**src/rtl/alu_share_arbiter_if.sv**
```systemverilog
// Bundle of request, response and ALU-side signals for the shared ALU arbiter.
// The slave modport is the arbiter's view; master is the requesters/ALU environment.
interface alu_share_arbiter_if #(
    parameter int WIDTH = 32
);
    logic [1:0]       req_valid;
    logic [1:0]       req_ready;
    logic [WIDTH-1:0] req_a0;
    logic [WIDTH-1:0] req_a1;
    logic [WIDTH-1:0] req_b0;
    logic [WIDTH-1:0] req_b1;
    logic [3:0]       req_op0;
    logic [3:0]       req_op1;

    logic [1:0]       rsp_valid;
    logic [1:0]       rsp_ready;
    logic [WIDTH-1:0] rsp_result;
    logic             rsp_zero;

    logic [WIDTH-1:0] alu_a;
    logic [WIDTH-1:0] alu_b;
    logic [3:0]       alu_ctrl;
    logic [WIDTH-1:0] alu_result;
    logic             alu_zero;

    modport slave (
        input  req_valid, req_a0, req_a1, req_b0, req_b1, req_op0, req_op1,
        output req_ready,
        output rsp_valid, rsp_result, rsp_zero,
        input  rsp_ready,
        output alu_a, alu_b, alu_ctrl,
        input  alu_result, alu_zero
    );

    modport master (
        output req_valid, req_a0, req_a1, req_b0, req_b1, req_op0, req_op1,
        input  req_ready,
        input  rsp_valid, rsp_result, rsp_zero,
        output rsp_ready,
        input  alu_a, alu_b, alu_ctrl,
        output alu_result, alu_zero
    );
endinterface

```
**src/rtl/alu_share_arbiter.sv**
```systemverilog
// Round-robin arbiter sharing one combinational ALU between two requesters,
// with registered operands out and a registered result back; one op in flight.
module alu_share_arbiter #(
    parameter int WIDTH   = 32,
    parameter bit RR_INIT = 1'b0
) (
    input  logic               clk,
    input  logic               rst_n,
    alu_share_arbiter_if.slave bus
);

    localparam logic [3:0] CTRL_DEFAULT = 4'b1111;
    localparam logic [3:0] CTRL_SUB     = 4'b0110;

    typedef enum logic [1:0] {
        IDLE = 2'd0,
        EXEC = 2'd1,
        RESP = 2'd2
    } state_t;

    state_t           state;
    state_t           state_next;
    logic             rr_ptr;
    logic             owner;
    logic             grant;
    logic             grant_valid;
    logic             accept;
    logic             rsp_done;
    logic [1:0]       req_ready;
    logic [1:0]       rsp_valid;
    logic [WIDTH-1:0] sel_a;
    logic [WIDTH-1:0] sel_b;
    logic [3:0]       sel_op;
    logic [WIDTH-1:0] alu_a_q;
    logic [WIDTH-1:0] alu_b_q;
    logic [3:0]       alu_ctrl_q;
    logic [WIDTH-1:0] rsp_result_q;
    logic             rsp_zero_q;

    // The pointer side wins a tie; otherwise whichever side is asking.
    always_comb begin
        grant       = rr_ptr;
        grant_valid = 1'b0;
        if (bus.req_valid[rr_ptr]) begin
            grant       = rr_ptr;
            grant_valid = 1'b1;
        end else if (bus.req_valid[!rr_ptr]) begin
            grant       = !rr_ptr;
            grant_valid = 1'b1;
        end
    end

    assign sel_a  = grant ? bus.req_a1  : bus.req_a0;
    assign sel_b  = grant ? bus.req_b1  : bus.req_b0;
    assign sel_op = grant ? bus.req_op1 : bus.req_op0;

    always_comb begin
        state_next = state;
        req_ready  = 2'b00;
        rsp_valid  = 2'b00;
        accept     = 1'b0;
        rsp_done   = 1'b0;
        case (state)
            IDLE: begin
                // Gating with rst_n keeps req_ready low while reset is held.
                if (grant_valid && rst_n) begin
                    req_ready[grant] = 1'b1;
                    accept           = 1'b1;
                    state_next       = EXEC;
                end
            end
            EXEC: begin
                state_next = RESP;
            end
            RESP: begin
                rsp_valid[owner] = 1'b1;
                if (bus.rsp_ready[owner]) begin
                    rsp_done   = 1'b1;
                    state_next = IDLE;
                end
            end
            default: begin
                state_next = IDLE;
            end
        endcase
    end

    always_ff @(posedge clk or negedge rst_n) begin
        if (!rst_n) begin
            state <= IDLE;
        end else begin
            state <= state_next;
        end
    end

    always_ff @(posedge clk or negedge rst_n) begin
        if (!rst_n) begin
            rr_ptr       <= RR_INIT;
            owner        <= 1'b0;
            alu_a_q      <= '0;
            alu_b_q      <= '0;
            alu_ctrl_q   <= CTRL_DEFAULT;
            rsp_result_q <= '0;
            rsp_zero_q   <= 1'b0;
        end else begin
            if (accept) begin
                alu_a_q    <= sel_a;
                alu_b_q    <= sel_b;
                alu_ctrl_q <= sel_op;
                owner      <= grant;
            end
            if (state == EXEC) begin
                // A SUB used as a compare reports equality and a zero result.
                if (alu_ctrl_q == CTRL_SUB) begin
                    rsp_zero_q   <= bus.alu_zero;
                    rsp_result_q <= bus.alu_zero ? '0 : bus.alu_result;
                end else begin
                    rsp_zero_q   <= 1'b0;
                    rsp_result_q <= bus.alu_result;
                end
                alu_ctrl_q <= CTRL_DEFAULT;
            end
            if (rsp_done) begin
                rr_ptr <= !owner;
            end
        end
    end

    assign bus.req_ready  = req_ready;
    assign bus.rsp_valid  = rsp_valid;
    assign bus.rsp_result = rsp_result_q;
    assign bus.rsp_zero   = rsp_zero_q;
    assign bus.alu_a      = alu_a_q;
    assign bus.alu_b      = alu_b_q;
    assign bus.alu_ctrl   = alu_ctrl_q;

    rsp_onehot_a: assert property (@(posedge clk) disable iff (!rst_n) $onehot0(rsp_valid));
    req_onehot_a: assert property (@(posedge clk) disable iff (!rst_n) $onehot0(req_ready));

endmodule

```
**src/flat_wrapper.sv**
```systemverilog
// flat-port wrapper written by rule: the top's interface ports become plain ports
module alu_share_arbiter_flat 
#(
    parameter int WIDTH   = 32,
    parameter bit RR_INIT = 1'b0
)
  (clk, rst_n, bus_req_valid, bus_req_a0, bus_req_a1, bus_req_b0, bus_req_b1, bus_req_op0, bus_req_op1, bus_req_ready, bus_rsp_valid, bus_rsp_result, bus_rsp_zero, bus_rsp_ready, bus_alu_a, bus_alu_b, bus_alu_ctrl, bus_alu_result, bus_alu_zero);
  alu_share_arbiter_if #(.WIDTH(WIDTH)) bus_i ();
  input  logic clk;
  input  logic rst_n;
  input wire logic [$bits(bus_i.req_valid)-1:0] bus_req_valid;
  input wire logic [$bits(bus_i.req_a0)-1:0] bus_req_a0;
  input wire logic [$bits(bus_i.req_a1)-1:0] bus_req_a1;
  input wire logic [$bits(bus_i.req_b0)-1:0] bus_req_b0;
  input wire logic [$bits(bus_i.req_b1)-1:0] bus_req_b1;
  input wire logic [$bits(bus_i.req_op0)-1:0] bus_req_op0;
  input wire logic [$bits(bus_i.req_op1)-1:0] bus_req_op1;
  output wire logic [$bits(bus_i.req_ready)-1:0] bus_req_ready;
  output wire logic [$bits(bus_i.rsp_valid)-1:0] bus_rsp_valid;
  output wire logic [$bits(bus_i.rsp_result)-1:0] bus_rsp_result;
  output wire logic [$bits(bus_i.rsp_zero)-1:0] bus_rsp_zero;
  input wire logic [$bits(bus_i.rsp_ready)-1:0] bus_rsp_ready;
  output wire logic [$bits(bus_i.alu_a)-1:0] bus_alu_a;
  output wire logic [$bits(bus_i.alu_b)-1:0] bus_alu_b;
  output wire logic [$bits(bus_i.alu_ctrl)-1:0] bus_alu_ctrl;
  input wire logic [$bits(bus_i.alu_result)-1:0] bus_alu_result;
  input wire logic [$bits(bus_i.alu_zero)-1:0] bus_alu_zero;
  assign bus_i.req_valid = bus_req_valid;
  assign bus_i.req_a0 = bus_req_a0;
  assign bus_i.req_a1 = bus_req_a1;
  assign bus_i.req_b0 = bus_req_b0;
  assign bus_i.req_b1 = bus_req_b1;
  assign bus_i.req_op0 = bus_req_op0;
  assign bus_i.req_op1 = bus_req_op1;
  assign bus_req_ready = bus_i.req_ready;
  assign bus_rsp_valid = bus_i.rsp_valid;
  assign bus_rsp_result = bus_i.rsp_result;
  assign bus_rsp_zero = bus_i.rsp_zero;
  assign bus_i.rsp_ready = bus_rsp_ready;
  assign bus_alu_a = bus_i.alu_a;
  assign bus_alu_b = bus_i.alu_b;
  assign bus_alu_ctrl = bus_i.alu_ctrl;
  assign bus_i.alu_result = bus_alu_result;
  assign bus_i.alu_zero = bus_alu_zero;
  alu_share_arbiter #(.WIDTH(WIDTH), .RR_INIT(RR_INIT)) u_core (.clk(clk), .rst_n(rst_n), .bus(bus_i));
endmodule
```
**config.mk**
```make
export PLATFORM = sky130hd
export DESIGN_NAME = alu_share_arbiter_flat
export DESIGN_NICKNAME = d
export VERILOG_FILES = /design/src/rtl/alu_share_arbiter_if.sv /design/src/rtl/alu_share_arbiter.sv /design/src/flat_wrapper.sv
export SDC_FILE = /design/constraint.sdc
export NUM_CORES = 1
export LEC_CHECK = 0
export BUFFER_PORTS_ARGS = -buffer_cell sky130_fd_sc_hd__buf_2
export CORE_MARGIN = 2
export CORE_UTILIZATION = 46
export CTS_CLUSTER_SIZE = 10
export DETAILED_ROUTE_END_ITERATION = 7
export PLACE_DENSITY = 0.78
export SLEW_MARGIN = 20
export SYNTH_ARGS = -nofsm -noshare
export SYNTH_HDL_FRONTEND = slang
export SYNTH_SLANG_ARGS = --single-unit
```
**constraint.sdc**
```tcl
create_clock -name clk -period 2.15 [get_ports clk]
set_clock_uncertainty 0.05 [all_clocks]
set_input_delay 0.215 -clock clk [delete_from_list [all_inputs] [get_ports clk]]
set_output_delay 0.215 -clock clk [all_outputs]
set_load 0.02 [all_outputs]
```
==> flow_summary.ini, run 1 <==
[clocking]
path_clk_slew_ns = 0.07
htreeDepth = 3
clk_latency_ns = 0.34
cts_root_buffer = clkbuf_16
cts.path.max_buffers = 2
clock_sinks = 105
cts_made_buffers = 9
cts_tree = yes

[floorplanning]
design.portCount = 280
start_util_pct = 47.2
rows = 39
die_h_um = 112
dieArea_um2 = 12600
die_w_um = 112
core-area_um2 = 11400

[routing]
dr.pass1.iters = 5
num_vias = 5222
drt_iter0_drc = 520
drt-wirelength-per-cell_um = 16.9
drc = 0
ant_nets = 0
drt_wl_total_mm = 16.1
via_per_inst = 5.46

[global_route]
grt.busiest_layer = met2
met3_usage_pct = 3.73
use_met2_pct = 42.8
grt_pass1_wl_mm = 25.6
antenna_found_initial = 0
grtUsageMet1_pct = 31.7
track_usage_pct = 25.0
grt_max_degree = 106
first_global_vias = 5151
overflow = 0

[worst_hold_path]
hold_depth = 3
holdCritPathClass = input port to flop
hp-start = bus_alu_result[29]
holdPathEnd = u_core.bus.rsp_result[29]

[sta]
setup_slack_ns = 0.152
tightest_slew_ns = 0.574
fin_crit_ns = 2.00
max_freq_ghz = 0.501
fin_crit_sh_pct = 92.9
rsz0062_at_grt = false
fin_setup_tns_ns = 0
slew_headroom_pct = 61.7
drv_slew = 0
hold_viol_final = 0
setup_viol = 0

[synthesis]
yosysTopAreaCell = dfrtp_1
async_flop_share_pct = 100
syn_inst = 559
synth_edf_count = 0
syn_area_um2 = 5390
synth_cell_types = 29
ys_warn_count = 0
seq_area_frac_synth_pct = 48.8
synth_flop_cell = dfrtp_1
syn_area_per_cell_um2 = 9.65
synth_top_area_share_pct = 46.9
yosys-top-cells-area = dfrtp_1, o21ai_0, mux2_2
syn_nets = 734
ys_ff_latch = 105

[power]
cellLeakagePower_nw = 3.58
peakVddDrop_uv = 770
power.density_nw_per_um2 = 1400

[setup_path]
critPathTopFamily = buffers and inverters
r2r-end = u_core.bus.alu_a[26]
r2r_cells = 4
cp_slowest_cell = dlygate4sd3_1
worstPathMaxFanout = 3
critical_path.startpoint_type = input port
worstSetupPathType = input port to output pin
arrival_ns = 1.73
critPathRequiredTime_ns = 1.88
worstPathCellList = dlygate4sd3_1 > buf_4 > nor3b_4 > nand2_2 > nor3_1 > buf_2
r2r_setup_slack_ns = 0.33
critPathMaxStageDelay_ns = 0.53
critPathBufInv = 3
endpoint_kind = output pin
r2r_start = u_core.rr_ptr

[layout]
fin_nets = 983
area_delta_synth_final_pct = 33.6
instances_no_fill = 956
num_antenna_cells = 0
final_common_cell = buf_2
mostFrequentLayoutCells = buf_2, o21ai_0, dfrtp_1
layout-drive-gt1-share_pct = 45.5

[placed_design]
routabilityCongestion = 0.864
placedCellCount = 939
numPortBuffers = 279
place_hpwl_mm = 11.2
dp_slack_ns = 0.375

[run]
maxCapViolCount = 0

[run_status]
status = complete, no violations
## how the worst max path moves through the flow
| stage | from | endpoint | slack [ns] | cells past startpoint |
|---|---|---|---|---|
| 2_1_floorplan | u_core.rr_ptr | bus_req_ready[0] | 0.39 | 5 |
| 3_3_place_gp | u_core.rr_ptr | u_core.bus.alu_a[26] | 0.41 | 4 |
| 3_5_place_dp | u_core.rr_ptr | u_core.bus.alu_b[20] | 0.37 | 4 |
| 4_1_cts | rst_n | bus_req_ready[0] | 0.17 | 6 |
| 5_1_grt | u_core.rr_ptr | bus_req_ready[1] | 0.08 | 4 |
| 6_report | rst_n | bus_req_ready[0] | 0.15 | 6 |
## final cells by class
| type | count | area, um^2 |
|---|---|---|
| Tap cell | 143 | 179 |
| Inverter | 55 | 209 |
| Clock buffer | 11 | 233 |
| Timing Repair Buffer | 295 | 1580 |
| Clock inverter | 5 | 128 |
| Fill cell | 976 | 4210 |
| Sequential cell | 105 | 2630 |
| Multi-Input combinational cell | 342 | 2240 |
## cell families (layout without fill, tap and decap cells)
group,count (synthesis),in the layout,share of synthesized area [%]
muxes,53,53,11.1
buffers and inverters,112,366,9.84
and+or+nand+nor,80,80,6.33
AOI/OAI and AO/OA,209,209,23.9
DFF,105,105,48.8
## synthesized netlist by cell type, types with 2 or more instances
cell and number:
dfstp_2 4, buf_2 20, nor2_1 5, o21ai_0 119
nand2_1 64, dfrtp_1 101, a31oi_1 17, o32ai_1 52
clkbuf_1 21, nand2b_1 2, a211oi_1 4, mux2_1 4
buf_4 10, inv_1 54, a21oi_1 15, mux2_2 49
buf_6 6
## report_power, final
group          switching, mW  total (mW)  internal [mW]  leakage, nW
logic                   2.85        4.60           1.75         2.15
registers              0.571        3.52           2.95         1.26
clock network          0.725        1.98           1.26        0.170
## timing repair
item                                    CTS  global route
gates resized for setup                   0             0
endpoints found under the setup margin    0             0
endpoints found under the hold margin   101             0
hold buffers                              1             0
setup buffers                             0             0
## tightest hold or removal path, stage by stage
cell and delay (ns):
buf_2 0.09, nand2_1 0.04, o21ai_0 0.06
## through the flow
| stage | area (um^2) | hold WS (ns) | util, % | power, mW |
|---|---|---|---|---|
| global placement | 6830 | 0.348 | 59.9 | 8.00 |
| floorplan | 5390 | -0.131 | - | 6.50 |
| CTS | 7200 | 0.0432 | 63.1 | 10.2 |
| finish | 7200 | 0.0545 | 63.1 | 10.1 |
| global route | 7200 | 0.0590 | 63.1 | 10.7 |
| detailed placement | 6830 | 0.349 | 59.9 | 8.16 |
## state kept, by name, summed over array words and instances (netlist names)
signal                 flops
u_core.bus.alu_a          32
u_core.bus.alu_b          32
u_core.bus.alu_ctrl        4
u_core.bus.rsp_result     32
u_core.bus.rsp_zero        1
u_core.owner               1
u_core.rr_ptr              1
u_core.state               2
## metal layers
metal,routed length [um],up-vias,part of all wire (%)
li1,-,2477,-
met1,6530,2476,40
met2,8110,231,50
met3,972,38,6.0
met4,532,0,3.3
met5,0,-,0
No activity file was read; power rests on OpenSTA's default activity.
==> run 2: changes to the inputs <==
--- a/config.mk
+++ b/config.mk
@@ -5,11 +5,12 @@
 export SDC_FILE = /design/constraint.sdc
 export NUM_CORES = 1
 export LEC_CHECK = 0
-export BUFFER_PORTS_ARGS = -buffer_cell sky130_fd_sc_hd__buf_2
+export BUFFER_PORTS_ARGS = -buffer_cell sky130_fd_sc_hd__clkbuf_2
 export CORE_MARGIN = 2
 export CORE_UTILIZATION = 46
 export CTS_CLUSTER_SIZE = 10
 export DETAILED_ROUTE_END_ITERATION = 7
+export HOLD_SLACK_MARGIN = 0.12
 export PLACE_DENSITY = 0.78
 export SLEW_MARGIN = 20
 export SYNTH_ARGS = -nofsm -noshare
==> run 2 against run 1 <==
Compared with the run above:
- hold slack better by 0.13 ns
- critical path depth unchanged
- clock power is 20% lower
- global-route usage rose by 3.0 points
- count of clock-buffer cells in the layout unchanged
- critical path type is now flop to flop
- largest cell class unchanged
- highest routed layer unchanged
==> flow_summary.ini, run 2 (same netlist as run 1, synthesis figures left out) <==
[routing]
drt_iter0_drc = 541
dr.pass1.iters = 5
via_per_inst = 5.59
ant_nets = 0
num_vias = 5725
drt-wirelength-per-cell_um = 17.4
drt_wl_total_mm = 17.8
drc = 0

[layout]
instances_no_fill = 1024
fin_nets = 1051
num_antenna_cells = 0
fillCellCount = 868
layout-drive-gt1-share_pct = 42.7
final_common_cell = clkbuf_2
seq_area_um2 = 2630
final_area_um2 = 7840
area_delta_synth_final_pct = 45.4
multi_input_area_um2 = 2240
fin_util_pct = 68.7
mostFrequentLayoutCells = clkbuf_2, o21ai_0, dfrtp_1

[placed_design]
numPortBuffers = 279
placedCellCount = 942
dp_slack_ns = 0.376
routabilityCongestion = 0.853
place_hpwl_mm = 11.5
dpl_cell_area_um2 = 6840

[run]
maxCapViolCount = 0

[sta]
hold_viol_final = 0
rsz0062_at_grt = false
tightest_slew_ns = 0.548
fin_crit_ns = 2.08
fin_crit_sh_pct = 96.6
drv_slew = 0
slew_headroom_pct = 63.4
setup_slack_ns = 0.0733
whs_ns = 0.186
setup_viol = 0
max_freq_ghz = 0.482
fin_setup_tns_ns = 0

[setup_path]
endpoint_kind = flop
r2r_cells = 6
critical_path.startpoint_type = flop
arrival_ns = 2.30
critPathBufInv = 3
cp_slowest_cell = dlygate4sd3_1
worstPathCellList = buf_12 > nor2_1 > buf_4 > o21ai_0 > a31oi_1 > dlygate4sd3_1
worstSetupPathType = flop to flop
critPathTopFamily = buffers and inverters
crit_cells = 6
critPathMaxStageDelay_ns = 0.57
critPathRequiredTime_ns = 2.37
worstPathMaxFanout = 55

[power]
pwr-share-comb_pct = 48.8
pwr-share-seq_pct = 35.4
p_sw_mw = 4.31
power.density_nw_per_um2 = 1280
cellLeakagePower_nw = 3.87
power.share.switching_pct = 42.8
intPower_mw = 5.75
peakVddDrop_uv = 690
clockPowerShare_pct = 15.8
power.total_mw = 10.1

[global_route]
overflow = 0
grt_max_degree = 106
grt_pass1_wl_mm = 28.5
antenna_found_initial = 0
first_global_vias = 5846
track_usage_pct = 28.0

[run_status]
status = complete, no violations

[worst_hold_path]
hold_depth = 4
holdCritPathClass = input port to flop

[floorplanning]
start_util_pct = 47.2
dieArea_um2 = 12600
design.portCount = 280
die_h_um = 112
core-area_um2 = 11400
rows = 39
die_w_um = 112

[clocking]
cts_made_buffers = 9
clock_sinks = 105
htreeDepth = 3
path_clk_slew_ns = 0.07
clk_latency_ns = 0.35
post_cts_buffers = 0
cts_tree = yes
cts.path.max_buffers = 2
cts_root_buffer = clkbuf_16
-- run 2: changes by cell type in the layout (fill, tap and decap cells not counted), moves of 2 or more --
cell,change
buf_4,+2
clkbuf_1,-2
clkbuf_2,+278
dlygate4sd3_1,+64
bufinv_16,-4
clkbuf_8,+2
clkinvlp_4,+3
buf_2,-278
-- run 2: routing by layer --
layer | share of wire (%) | up-vias | GRT usage, %
met5 | 0 | - | 0
met3 | 7.2 | 91 | 4.70
met2 | 50 | 337 | 46.8
met4 | 6.2 | 0 | 19.7
li1 | - | 2620 | -
met1 | 37 | 2677 | 32.9
-- run 2: final cells by class --
| class | count | share of cell area [%] |
|---|---|---|
| clock buffers | 11 | 3.22 |
| repair buffers | 363 | 29.1 |
| multi-input cells | 342 | 28.6 |
| inverters | 55 | 2.66 |
| well taps | 143 | 2.28 |
| clock inverters | 5 | 0.495 |
| flip-flops and latches | 105 | 33.6 |
-- run 2: repair_timing --
action / in CTS / in global routing
gates resized for setup: 0 / 7
endpoints found under the hold margin: 149 / 0
endpoints found under the setup margin: 0 / 8
hold buffers: 65 / 0
-- run 2: path summary, 6_finish.rpt --
check / to / slack (ns) / from
min in group asynchronous: u_core.bus.alu_a[22] / 0.50 / rst_n
setup reg to reg: u_core.bus.alu_ctrl[2] / 0.07 / u_core.rr_ptr
setup / recovery: u_core.bus.alu_ctrl[2] / 0.07 / u_core.rr_ptr
max in group asynchronous: u_core.rr_ptr / 1.12 / rst_n
hold / removal: u_core.rr_ptr / 0.19 / bus_rsp_ready[1]
hold reg to reg: u_core.bus.rsp_result[14] / 0.43 / u_core.bus.rsp_result[14]
-- run 2: worst register-to-register path: stages (launching register included) --
cell	delay, ns
dfrtp_2	0.44
buf_12	0.23
nor2_1	0.08
buf_4	0.19
o21ai_0	0.31
a31oi_1	0.14
dlygate4sd3_1	0.57
-- run 2: power groups by stage --
stage | Sequential, mW | Combinational (mW) | Clock [mW]
detailed placement | 3.57 | 4.61 | 0
global route | 3.67 | 5.26 | 1.70
floorplan | 4.62 | 1.88 | 0
finish | 3.56 | 4.90 | 1.59
global placement | 3.52 | 4.49 | 0
CTS | 3.54 | 4.81 | 1.63
